$ cat src/rtl/bp_pkg.sv
// ---------------------------------------------------------------------------
// bp_pkg
// Definitions shared by the branch direction predictor, the branch handler
// and their benches:
//   - ctr_state_e : 2-bit saturating counter encodings SNT/WNT/WT/ST
//   - BRANCH      : branch opcode value used by the handler
//   - DBITS_DEFAULT : default datapath/PC width
//   - bp_index()  : word-aligned PC to table index extraction
// ---------------------------------------------------------------------------
package bp_pkg;

    typedef enum logic [1:0] {
        SNT = 2'b00,    // strongly not-taken
        WNT = 2'b01,    // weakly not-taken
        WT  = 2'b10,    // weakly taken
        ST  = 2'b11     // strongly taken
    } ctr_state_e;

    localparam logic [3:0] BRANCH        = 4'b0010;
    localparam int         DBITS_DEFAULT = 32;

    // The index helper works on a fixed wide PC so that any DBITS / IDX_BITS
    // combination up to these limits can share one function.
    localparam int PC_MAX_BITS  = 64;
    localparam int IDX_MAX_BITS = 16;

    // idx(pc) = pc[idx_bits+1:2]; the two byte-offset bits never select an entry.
    function automatic logic [IDX_MAX_BITS-1:0] bp_index(
        input logic [PC_MAX_BITS-1:0] pc,
        input int unsigned            idx_bits
    );
        logic [PC_MAX_BITS-1:0] mask;
        mask = (64'd1 << idx_bits) - 64'd1;
        return IDX_MAX_BITS'((pc >> 2) & mask);
    endfunction

endpackage

$ cat src/rtl/bp_sat_counter.sv
// ---------------------------------------------------------------------------
// bp_sat_counter
// Combinational next-state of a 2-bit saturating direction counter.
// Ports:
//   cur   in  [1:0]  current counter value
//   taken in         resolved outcome (1 = taken)
//   nxt   out [1:0]  counter moved one step toward the outcome, no wrap
// ---------------------------------------------------------------------------
module bp_sat_counter
    import bp_pkg::*;
(
    input  logic [1:0] cur,
    input  logic       taken,
    output logic [1:0] nxt
);

    always_comb begin
        nxt = cur;
        case (cur)
            SNT:     nxt = taken ? WNT : SNT;
            WNT:     nxt = taken ? WT  : SNT;
            WT:      nxt = taken ? ST  : WNT;
            ST:      nxt = taken ? ST  : WT;
            default: nxt = cur;
        endcase
    end

endmodule

$ cat src/rtl/branch_predictor.sv
// ---------------------------------------------------------------------------
// branch_predictor
// Bimodal direction predictor: a table of 2^IDX_BITS 2-bit saturating
// counters indexed by word-aligned PC bits. Lookup for fetch is a
// combinational read of the registered table; training from EX lands at the
// clock edge, so a same-cycle lookup of the trained entry sees the old value.
//
// Ports:
//   clk         in            rising-edge clock
//   reset       in            synchronous active-high reset (table -> INIT_STATE)
//   IF_PC       in  [DBITS]   PC being fetched
//   prediction  out           predicted direction for IF_PC (1 = taken)
//   update      in            one-cycle strobe: a branch resolved in EX
//   EX_PC       in  [DBITS]   PC of the resolving branch
//   EX_taken    in            actual outcome
//   EX_pred     in            prediction that was made for that branch
//   mispredict  out           registered pulse: last-cycle update mispredicted
//   branch_cnt  out [32]      (BP_PERF_CNT_EN only) saturating update count
//   mispred_cnt out [32]      (BP_PERF_CNT_EN only) saturating mispredict count
//
// Optional feature macro: BP_PERF_CNT_EN adds the two performance counters.
// ---------------------------------------------------------------------------
module branch_predictor
    import bp_pkg::*;
#(
    parameter int         DBITS      = DBITS_DEFAULT,
    parameter int         IDX_BITS   = 6,
    parameter logic [1:0] INIT_STATE = 2'b01
) (
    input  logic             clk,
    input  logic             reset,
    input  logic [DBITS-1:0] IF_PC,
    output logic             prediction,
    input  logic             update,
    input  logic [DBITS-1:0] EX_PC,
    input  logic             EX_taken,
    input  logic             EX_pred,
`ifdef BP_PERF_CNT_EN
    output logic [31:0]      branch_cnt,
    output logic [31:0]      mispred_cnt,
`endif
    output logic             mispredict
);

    localparam int ENTRIES = 1 << IDX_BITS;

    // ---------------- index extraction ----------------
    logic [PC_MAX_BITS-1:0]  if_pc_ext;
    logic [PC_MAX_BITS-1:0]  ex_pc_ext;
    logic [IDX_MAX_BITS-1:0] if_idx_full;
    logic [IDX_MAX_BITS-1:0] ex_idx_full;
    logic [IDX_BITS-1:0]     if_idx;
    logic [IDX_BITS-1:0]     ex_idx;

    assign if_pc_ext   = PC_MAX_BITS'(IF_PC);
    assign ex_pc_ext   = PC_MAX_BITS'(EX_PC);
    assign if_idx_full = bp_index(if_pc_ext, IDX_BITS);
    assign ex_idx_full = bp_index(ex_pc_ext, IDX_BITS);
    assign if_idx      = if_idx_full[IDX_BITS-1:0];
    assign ex_idx      = ex_idx_full[IDX_BITS-1:0];

    // Upper index bits are always zero; only the low IDX_BITS are meaningful.
    logic unused_idx_bits;
    assign unused_idx_bits = ^{if_idx_full, ex_idx_full};

    // ---------------- counter table ----------------
    logic [1:0] ctr_vec [ENTRIES];
    logic [1:0] ctr_cur;
    logic [1:0] ctr_nxt;

    // A single next-state calculator serves the one entry being trained.
    assign ctr_cur = ctr_vec[ex_idx];

    bp_sat_counter u_sat_counter (
        .cur   (ctr_cur),
        .taken (EX_taken),
        .nxt   (ctr_nxt)
    );

    genvar gi;
    generate
        for (gi = 0; gi < ENTRIES; gi++) begin : g_entry
            logic [1:0] ctr_q;
            logic [1:0] ctr_d;
            logic       wr_en;

            // The && keeps an unknown EX_PC from reaching any entry while
            // update is low.
            assign wr_en = update && (ex_idx == IDX_BITS'(gi));

            always_comb begin
                ctr_d = ctr_q;
                if (wr_en) begin
                    ctr_d = ctr_nxt;
                end
            end

            always_ff @(posedge clk) begin
                if (reset) begin
                    ctr_q <= INIT_STATE;
                end else begin
                    ctr_q <= ctr_d;
                end
            end

            assign ctr_vec[gi] = ctr_q;
        end
    endgenerate

    // No bypass: the lookup reads registered state only.
    assign prediction = ctr_vec[if_idx][1];

    // ---------------- mispredict pulse ----------------
    logic mispredict_q;
    logic mispredict_d;

    always_comb begin
        mispredict_d = update & (EX_taken ^ EX_pred);
    end

    always_ff @(posedge clk) begin
        if (reset) begin
            mispredict_q <= 1'b0;
        end else begin
            mispredict_q <= mispredict_d;
        end
    end

    assign mispredict = mispredict_q;

`ifdef BP_PERF_CNT_EN
    // ---------------- performance counters ----------------
    logic [31:0] branch_cnt_q;
    logic [31:0] branch_cnt_d;
    logic [31:0] mispred_cnt_q;
    logic [31:0] mispred_cnt_d;

    // Both counters stick at all-ones rather than wrapping.
    always_comb begin
        branch_cnt_d  = branch_cnt_q;
        mispred_cnt_d = mispred_cnt_q;
        if (update && (branch_cnt_q != 32'hFFFF_FFFF)) begin
            branch_cnt_d = branch_cnt_q + 32'd1;
        end
        if (update && (EX_taken ^ EX_pred) && (mispred_cnt_q != 32'hFFFF_FFFF)) begin
            mispred_cnt_d = mispred_cnt_q + 32'd1;
        end
    end

    always_ff @(posedge clk) begin
        if (reset) begin
            branch_cnt_q  <= 32'd0;
            mispred_cnt_q <= 32'd0;
        end else begin
            branch_cnt_q  <= branch_cnt_d;
            mispred_cnt_q <= mispred_cnt_d;
        end
    end

    assign branch_cnt  = branch_cnt_q;
    assign mispred_cnt = mispred_cnt_q;
`endif

endmodule

$ cat config.mk
export PLATFORM = sky130hd
export DESIGN_NAME = branch_predictor
export DESIGN_NICKNAME = d
export VERILOG_FILES = /design/src/rtl/bp_pkg.sv /design/src/rtl/bp_sat_counter.sv /design/src/rtl/branch_predictor.sv
export SDC_FILE = /design/constraint.sdc
export NUM_CORES = 1
export LEC_CHECK = 0
export BUFFER_PORTS_ARGS = -buffer_cell sky130_fd_sc_hd__buf_2
export CAP_MARGIN = 30
export CELL_PAD_IN_SITES_DETAIL_PLACEMENT = 1
export CELL_PAD_IN_SITES_GLOBAL_PLACEMENT = 2
export CORE_UTILIZATION = 35
export CTS_CLUSTER_DIAMETER = 200
export DETAILED_ROUTE_END_ITERATION = 7
export PLACE_DENSITY_LB_ADDON = 0.05
export SETUP_SLACK_MARGIN = 0.4
export SYNTH_ARGS = -nofsm -noshare
export SYNTH_HDL_FRONTEND = slang
export SYNTH_SLANG_ARGS = --single-unit
$ cat constraint.sdc
create_clock -name clk -period 2.8 [get_ports clk]
set_input_delay 0.14 -clock clk [delete_from_list [all_inputs] [get_ports clk]]
set_output_delay 0.14 -clock clk [all_outputs]
set_load 0.02 [all_outputs]
# Word-level counts from Yosys, hierarchy flattened
# Index checks and enable logic that the tools add are counted.
[word_totals]
register_bits = 129
input_bits = 69
elab_cells = 214
[op_classes]
order_cmp = 2
n_eq_ne = 66
n_mux = 11
n_bitwise = 4
n_reduce_logical = 66
[ops]
columns = ["cell", "count"]
rows = [
  ["$eq A6 B6 Y1 const B", 32],
  ["$eq A6 B5 Y1 const B", 16],
  ["$logic_and A1 B1 Y1", 64],
  ["$eq A6 B4 Y1 const B", 8],
  ["$bmux W2 S6", 2],
  ["$eq A6 B3 Y1 const B", 4],
  ["$ge A7 B7 Y1 const B", 2],
  ["$not A6 Y7", 2],
  ["$eq A6 B2 Y1 const B", 2],
  ["$mux W2", 6],
  ["$pmux W2 S4", 1],
  ["$eq A6 B1 Y1 const B", 1],
  ["$logic_not A6 Y1", 1],
  ["$eq A2 B2 Y1 const B", 2],
  ["$eq A2 B1 Y1 const B", 1],
  ["$logic_not A2 Y1", 1],
  ["$mux W1", 2],
  ["$and A1 B1 Y1", 1],
  ["$xor A1 B1 Y1", 1],
]

# Logic depth before layout (Yosys ltp)
# Gate-level depths: netlist (run 1).
[depth]
depth_word = 6
mapped_depth = 12
ltp_nobuf = 7

# Hierarchy
# Synthesis (run 1) repeated with hierarchy kept, for this count alone.
[unflattened]
hier_cells = 699
area_unflattened_um2 = 6680.2
[by_module_without_submodules]
columns = ["mod", "n_inst", "cells_per_inst", "area_per_inst_um2", "seq_area_each_um2"]
rows = [
  ["branch_predictor", 1, 696, 6653.9, 2582.5],
  ["bp_sat_counter", 1, 3, 26.3, 0.0],
]

# Worst setup path before layout (run 1)
# Ideal clock, no wire load.
[synth_path]
kind = "input -> output"
from = "in IF_PC[2]"
to = "out prediction"
t_arrival_ns = 2.621
t_required_ns = 2.660
slack_ns = 0.039
path_stages = 5
path_buffers = 2
path_cell_list = "clkbuf_1 > buf_1 > mux4_2 > mux4_2 > mux4_2"
[synth_via]
elab_chain_cells = 4
[synth_rtl]
columns = ["element", "line", "text"]
rows = [
  ["start, declared", "branch_predictor.sv:32", "input logic [DBITS-1:0] IF_PC,"],
  ["$not A6 Y7 (not written as such)", "branch_predictor.sv:111", "assign prediction = ctr_vec[if_idx][1];"],
  ["$bmux W2 S6", "branch_predictor.sv:111", ""],
  ["$mux W2 (not written as such) (2 in a row)", "branch_predictor.sv:111", ""],
  ["end, declared", "branch_predictor.sv:33", "output logic prediction,"],
]
# Every way passes these cells. The select of a mux whose other input is x is not followed.

# Final worst setup path (run 1)
[layout_path]
from = "reg g_entry[7].ctr_q[1]"
to = "reg g_entry[47].ctr_q[0]"
[layout_via]
elab_chain_cells = 5
word_cells_on_any_way = 8
cone_classes = "eq/ne: 3; mux: 4; reduce/logical: 1"
[layout_rtl]
columns = ["element", "line", "text"]
rows = [
  ["start, declared", "branch_predictor.sv:83", "logic [1:0] ctr_q;"],
  ["start signal, assigned", "branch_predictor.sv:102", "ctr_q <= ctr_d;"],
  ["$bmux W2 S6 (*)", "branch_predictor.sv:72", "assign ctr_cur = ctr_vec[ex_idx];"],
  ["$mux W2 (not written as such) (*) (2 in a row)", "branch_predictor.sv:72", ""],
  ["$eq A2 B2 Y1, or another cell as far along", "bp_sat_counter.sv:19", "case (cur)"],
  ["$pmux W2 S4 (*)", "bp_sat_counter.sv:19", ""],
  ["end signal, assigned", "branch_predictor.sv:102", ""],
  ["end, declared", "branch_predictor.sv:83", ""],
]
# Every way passes the cells marked *; elsewhere a longest branch is shown, timed or not. The select of a mux whose other input is x is not followed.
# A chain may end at the register's enable or synchronous reset.

==> impl_metrics.json, run 1 <==
{
  "drt_iter0_markers": 469,
  "final.period_utilization": 0.932,
  "via_per_inst": 6.23,
  "grt_pass1_wl_um": 38000,
  "worst_setup_path_end_kind": "flip-flop",
  "die_x_um": 147,
  "finalWorstPathRequiredPeriod_ns": 2.61,
  "grt_pass1_vias": 6269,
  "ys_warn_count": 0,
  "diodes": 0,
  "synth_top_family_by_area": "compound AO/OA/AOI/OAI gates",
  "place_hpwl_um": 16200,
  "antenna_found_initial": 0,
  "p_total_mw": 5.13,
  "synth_nets": 789,
  "clk_transition_reported_paths_ns": 0.06,
  "powerDensity_mw_per_mm2": 532,
  "setup_viol": 0,
  "max_freq_mhz": 383,
  "slew_violations": 0,
  "crit_fanout": 8,
  "slowest_stage": "mux4_2",
  "synthSimpleGateAreaFrac": 0.182,
  "drc": 0,
  "synth-seq-cells": 129,
  "numCtsBuffers": 17,
  "rsz0062_at_grt": "yes",
  "synth_xor_area_frac": 0.00119,
  "grtUsageTotal": 0.234,
  "netlist_area_mm2": 0.00738,
  "use_met1": 0.319,
  "cts_buffer_depth": 2,
  "met2_usage": 0.367,
  "synth_ff_type": "dfxtp_1",
  "hold_path.class": "input port to flip-flop",
  "tightest_slew_ns": 0.775,
  "clock-sinks": 129,
  "core_area_mm2": 0.0204,
  "insertion_delay_ns": 0.43,
  "dr.pass1.iters": 4,
  "drive_gt1_frac": 0.411,
  "cp.required_ns": 3.11,
  "io_buffers": 18,
  "setup_ws_ns": 0.190,
  "leakagePower_nw": 2.97,
  "synth.area.mux_share": 0.185,
  "cp.buffers_inverters": 4,
  "vias": 6445,
  "gp_congestion": 0.773,
  "synth_seq_area_share": 0.350,
  "finalWirelength_um": 28300,
  "gr-usage-met3": 0.0466,
  "final_area_mm2": 0.00964,
  "crit_chain": "buf_4 > mux4_2 > mux2_4 > a311oi_2 > a22oi_2 > o21ai_4 > buf_12 > buf_6 > buf_8 > a31oi_2",
  "initial_utilization": 0.361,
  "outcome": "finished, final reports clean",
  "htree_levels": 4,
  "synthCells": 720,
  "fillers": 2193,
  "synth.distinct_cells": 47,
  "post-place-ws_ns": -0.0569,
  "nets": 820,
  "max_cap_violations": 0,
  "slew_headroom": 0.483,
  "critPathLaunchType": "flip-flop",
  "syn_to_final_growth_pct": 30.6,
  "grt_max_degree": 78,
  "rows": 52,
  "wire_per_inst_um": 27.4,
  "arrival_ns": 2.92,
  "synth_area_leader_cell": "dfxtp_1",
  "finalClockSkew_ns": 0.0107,
  "die_h_um": 147,
  "root_buffer": "clkbuf_16",
  "gr-max-usage-layer": "met2",
  "synth_area_leaders": "dfxtp_1 (35%), mux4_2 (11%), a31oi_2 (10%), nor3_1 (8.7%), a311oi_1 (7.4%)",
  "avgSynthCellArea_um2": 10.3,
  "cts_tree": "done",
  "yosys.area_share.adder": 0,
  "die_area_mm2": 0.0217,
  "ant_nets": 0,
  "vdd_drop_max_mv": 0.324,
  "hold_viol": 0,
  "async_reset_ff_frac": 0,
  "crit_type": "flip-flop to flip-flop",
  "ios": 71,
  "synth_compound_area_frac": 0.207,
  "placedInstanceArea_mm2": 0.00768,
  "path_delay_family": "compound AO/OA/AOI/OAI gates",
  "grt_overflow": 0,
  "synth_edf_count": 0,
  "final_core_util": 0.472,
  "yosys.area.top_type_share": 0.350,
  "critPathMaxStageDelay_ns": 0.44
}
## power breakdown
| part | total (mW) | internal (mW) | leakage (nW) | switching [mW] |
|---|---|---|---|---|
| Sequential | 1.86 | 1.85 | 1.06 | 0.00921 |
| Clock | 2.57 | 1.64 | 0.318 | 0.927 |
| Combinational | 0.702 | 0.267 | 1.59 | 0.435 |
## flip-flops by register name, summed over array words and instances, names as in the netlist
name,flops
g_entry.ctr_q,128
mispredict,1
## synthesized netlist by cell type (all sizes together) (2+ instances only)
master	count
o2111a	2
nand2	13
a22oi	3
a31oi	64
nand3b	2
dfxtp	129
nor3	128
a311oi	65
nor2b	2
dlygate4sd1	6
mux4	50
o221a	2
inv	3
nor2	135
clkbuf	30
mux2	5
nand3	8
o22ai	2
o211a	2
buf	40
mux2i	13
o21ai	4
## metrics by stage
stage / TNS [ns] / instances / hold slack [ns]
floorplan: 0 / 720 / 0.303
global placement: -0.420 / 970 / 0.430
detailed placement: -0.807 / 970 / 0.440
CTS: 0 / 1006 / 0.0512
global route: 0 / 1034 / 0.0586
finish: 0 / 1034 / 0.0762
## path summary, 6_finish.rpt
path                             start                    to  slack, ns  cells after the start
setup / recovery   g_entry[7].ctr_q[1]  g_entry[47].ctr_q[0]       0.19                     10
hold / removal                  update            mispredict       0.08                      2
setup reg to reg   g_entry[7].ctr_q[1]  g_entry[47].ctr_q[0]       0.19                     10
hold reg to reg   g_entry[25].ctr_q[1]  g_entry[25].ctr_q[1]       0.52                      2
## worst register-to-register path: cells and delay by family, from the launching register on
family | cells | cell delay, ns
AOI/OAI and AO/OA | 4 | 0.84
muxes | 2 | 0.74
buffers and inverters | 4 | 0.59
DFF | 1 | 0.33
## area by class of cell
cell class                      instances  area [µm²]  share of cell area
Timing Repair Buffer                   87        1160               0.121
Tap cell                              270         338              0.0350
Sequential cell                       129        2620               0.272
Inverter                                3        11.3             0.00117
Clock inverter                         11         201              0.0209
Multi-Input combinational cell        513        4850               0.503
Clock buffer                           21         460              0.0478
## cells by family (layout without fill, tap and decap cells)
family,count (synthesis),count (layout)
buffers and inverters,79,122
and+or+nand+nor,296,297
xor gates and xnor gates,1,1
muxes,68,68
DFF,129,129
AOI/OAI and AO/OA,147,147
## timing repair
action | CTS | global route
setup buffers | 2 | 7
setup endpoints to repair | 129 | 129
hold buffers | 1 | 0
hold endpoints to repair | 1 | 0
pin swaps | 2 | 72
cloned | 1 | 21
gates resized for setup | 24 | 112
## metal layers
metal | vias up | part of all wire
li1 | 2905 | -
met1 | 3354 | 0.46
met2 | 142 | 0.47
met3 | 44 | 0.043
met4 | 0 | 0.025
met5 | - | 0
## cells in the final DEF, fill, tap and decap left out, types with 4 or more instances in the layout
cell       count
clkbuf_16     33
a311oi_1      16
nand2_1       10
mux2_2         4
dfxtp_2       28
a311oi_2      49
a31oi_2       32
a31oi_4       29
buf_4         26
bufinv_16      5
buf_6         11
mux4_2        41
nor2_1       135
buf_2         16
nor3_1       128
buf_12        12
dfxtp_1      101
mux2i_1       11
mux4_1         9
nand3_1        7
Power figures use the tool's default switching activity.
==> run 2, diff against run 1 <==
CORE_UTILIZATION = 30   (was 35)
==> impl_metrics.json, run 2 (synthesis results as in run 1) <==
{
  "outcome": "finished, final reports clean",
  "gp_congestion": 0.747,
  "crit_type": "flip-flop to primary output",
  "max_cap_violations": 0,
  "cp.required_ns": 2.66,
  "multiInputGateArea_mm2": 0.00512,
  "antenna_found_initial": 0,
  "die_h_um": 159,
  "wire_per_inst_um": 27.2,
  "core_area_mm2": 0.0242,
  "place_hpwl_um": 16700,
  "arrival_ns": 2.46,
  "cts_tree": "done",
  "fillers": 2528,
  "io_buffers": 18,
  "seqCellArea_mm2": 0.00263,
  "die_x_um": 159,
  "ios": 71,
  "via_per_inst": 5.83,
  "hold_path.class": "input port to flip-flop",
  "finalWirelength_um": 30600,
  "final.period_utilization": 0.929,
  "initial_utilization": 0.304,
  "placedInstanceArea_mm2": 0.00776,
  "htree_levels": 4,
  "finalClockSkew_ns": 0.0147,
  "totalNegativeSetupSlack_ns": 0,
  "grtUsageTotal": 0.237,
  "grt_max_degree": 74,
  "final_area_mm2": 0.0108,
  "crit_fanout": 3,
  "insertion_delay_ns": 0.43,
  "drive_gt1_frac": 0.469,
  "drt_iter0_markers": 415,
  "nets": 855,
  "final_common_cell": "nor2_1",
  "slew_headroom": 0.496,
  "grt_overflow": 0,
  "ant_nets": 0,
  "rsz0062_at_grt": "yes",
  "dr.pass1.iters": 5,
  "powerDensity_mw_per_mm2": 488,
  "vdd_drop_max_mv": 0.315,
  "leakagePower_nw": 3.38,
  "tightest_slew_ns": 0.755,
  "slew_violations": 0,
  "root_buffer": "clkbuf_16",
  "largest_reg_flops": 128,
  "layout_common_cells": "nor2_1 (135), nor3_1 (128), dfxtp_1 (95)",
  "finalWorstPathRequiredPeriod_ns": 2.60,
  "vias": 6546,
  "clock-sinks": 129,
  "worst_setup_path_end_kind": "primary output",
  "max_freq_mhz": 384,
  "clk_transition_reported_paths_ns": 0.06,
  "rows": 57,
  "drc": 0,
  "grt_pass1_wl_um": 44100,
  "die_area_mm2": 0.0252,
  "numCtsBuffers": 17,
  "critPathLaunchType": "flip-flop",
  "setup_viol": 0,
  "regMostFlops": "g_entry.ctr_q",
  "hold_viol": 0,
  "cts_buffer_depth": 2,
  "syn_to_final_growth_pct": 46.0,
  "grt_pass1_vias": 6782,
  "diodes": 0
}
## run 2: path summary, 6_finish.rpt
kind,from,to,slack [ns],depth (start not counted)
min reg2reg,g_entry[14].ctr_q[1],g_entry[14].ctr_q[1],0.52,2
min,update,mispredict,0.07,2
max reg2reg,g_entry[58].ctr_q[1],g_entry[41].ctr_q[1],0.24,10
max,g_entry[55].ctr_q[1],prediction,0.20,4
## run 2: worst max-delay path, cell delays in order (launching register included)
cell	delay [ns]
dfxtp_4	0.35
mux4_2	0.55
mux4_2	0.50
mux4_2	0.49
buf_6	0.15
## run 2: through the flow
stage,utilization,total power [mW],worst slack (ns),hold WS (ns),cells
floorplan,-,2.22,0.415,0.303,720
CTS,0.401,5.14,0.193,0.0623,1099
global route,0.444,5.41,0.160,0.0753,1123
finish,0.444,5.26,0.198,0.0718,1123
global placement,0.320,2.37,0.00118,0.435,1021
detailed placement,0.320,2.38,-0.0337,0.441,1021
## run 2: area by class of cell
cell class | count | share of cell area
Clock buffer | 20 | 0.0405
Timing Repair Buffer | 123 | 0.182
Tap cell | 324 | 0.0376
Inverter | 3 | 0.00104
Sequential cell | 129 | 0.244
Clock inverter | 12 | 0.0193
Multi-Input combinational cell | 512 | 0.475
## run 2: metal layers
| metal | track usage | part of all wire |
|---|---|---|
| met5 | 0 | 0 |
| met4 | 0.0721 | 0.025 |
| met3 | 0.0546 | 0.043 |
| met2 | 0.394 | 0.49 |
| met1 | 0.304 | 0.44 |
## run 2: power breakdown
group | internal [mW] | switching [mW]
clock | 1.59 | 0.915
combinational | 0.408 | 0.497
sequential | 1.85 | 0.00909
## run 2: what timing repair did
action / CTS / global route
cloned: 22 / 11
pin swaps: 24 / 40
gates resized for setup: 114 / 101
hold endpoints to repair: 1 / 0
hold buffers: 1 / 0
endpoints found under the setup margin: 129 / 129
buffers inserted: 23 / 13
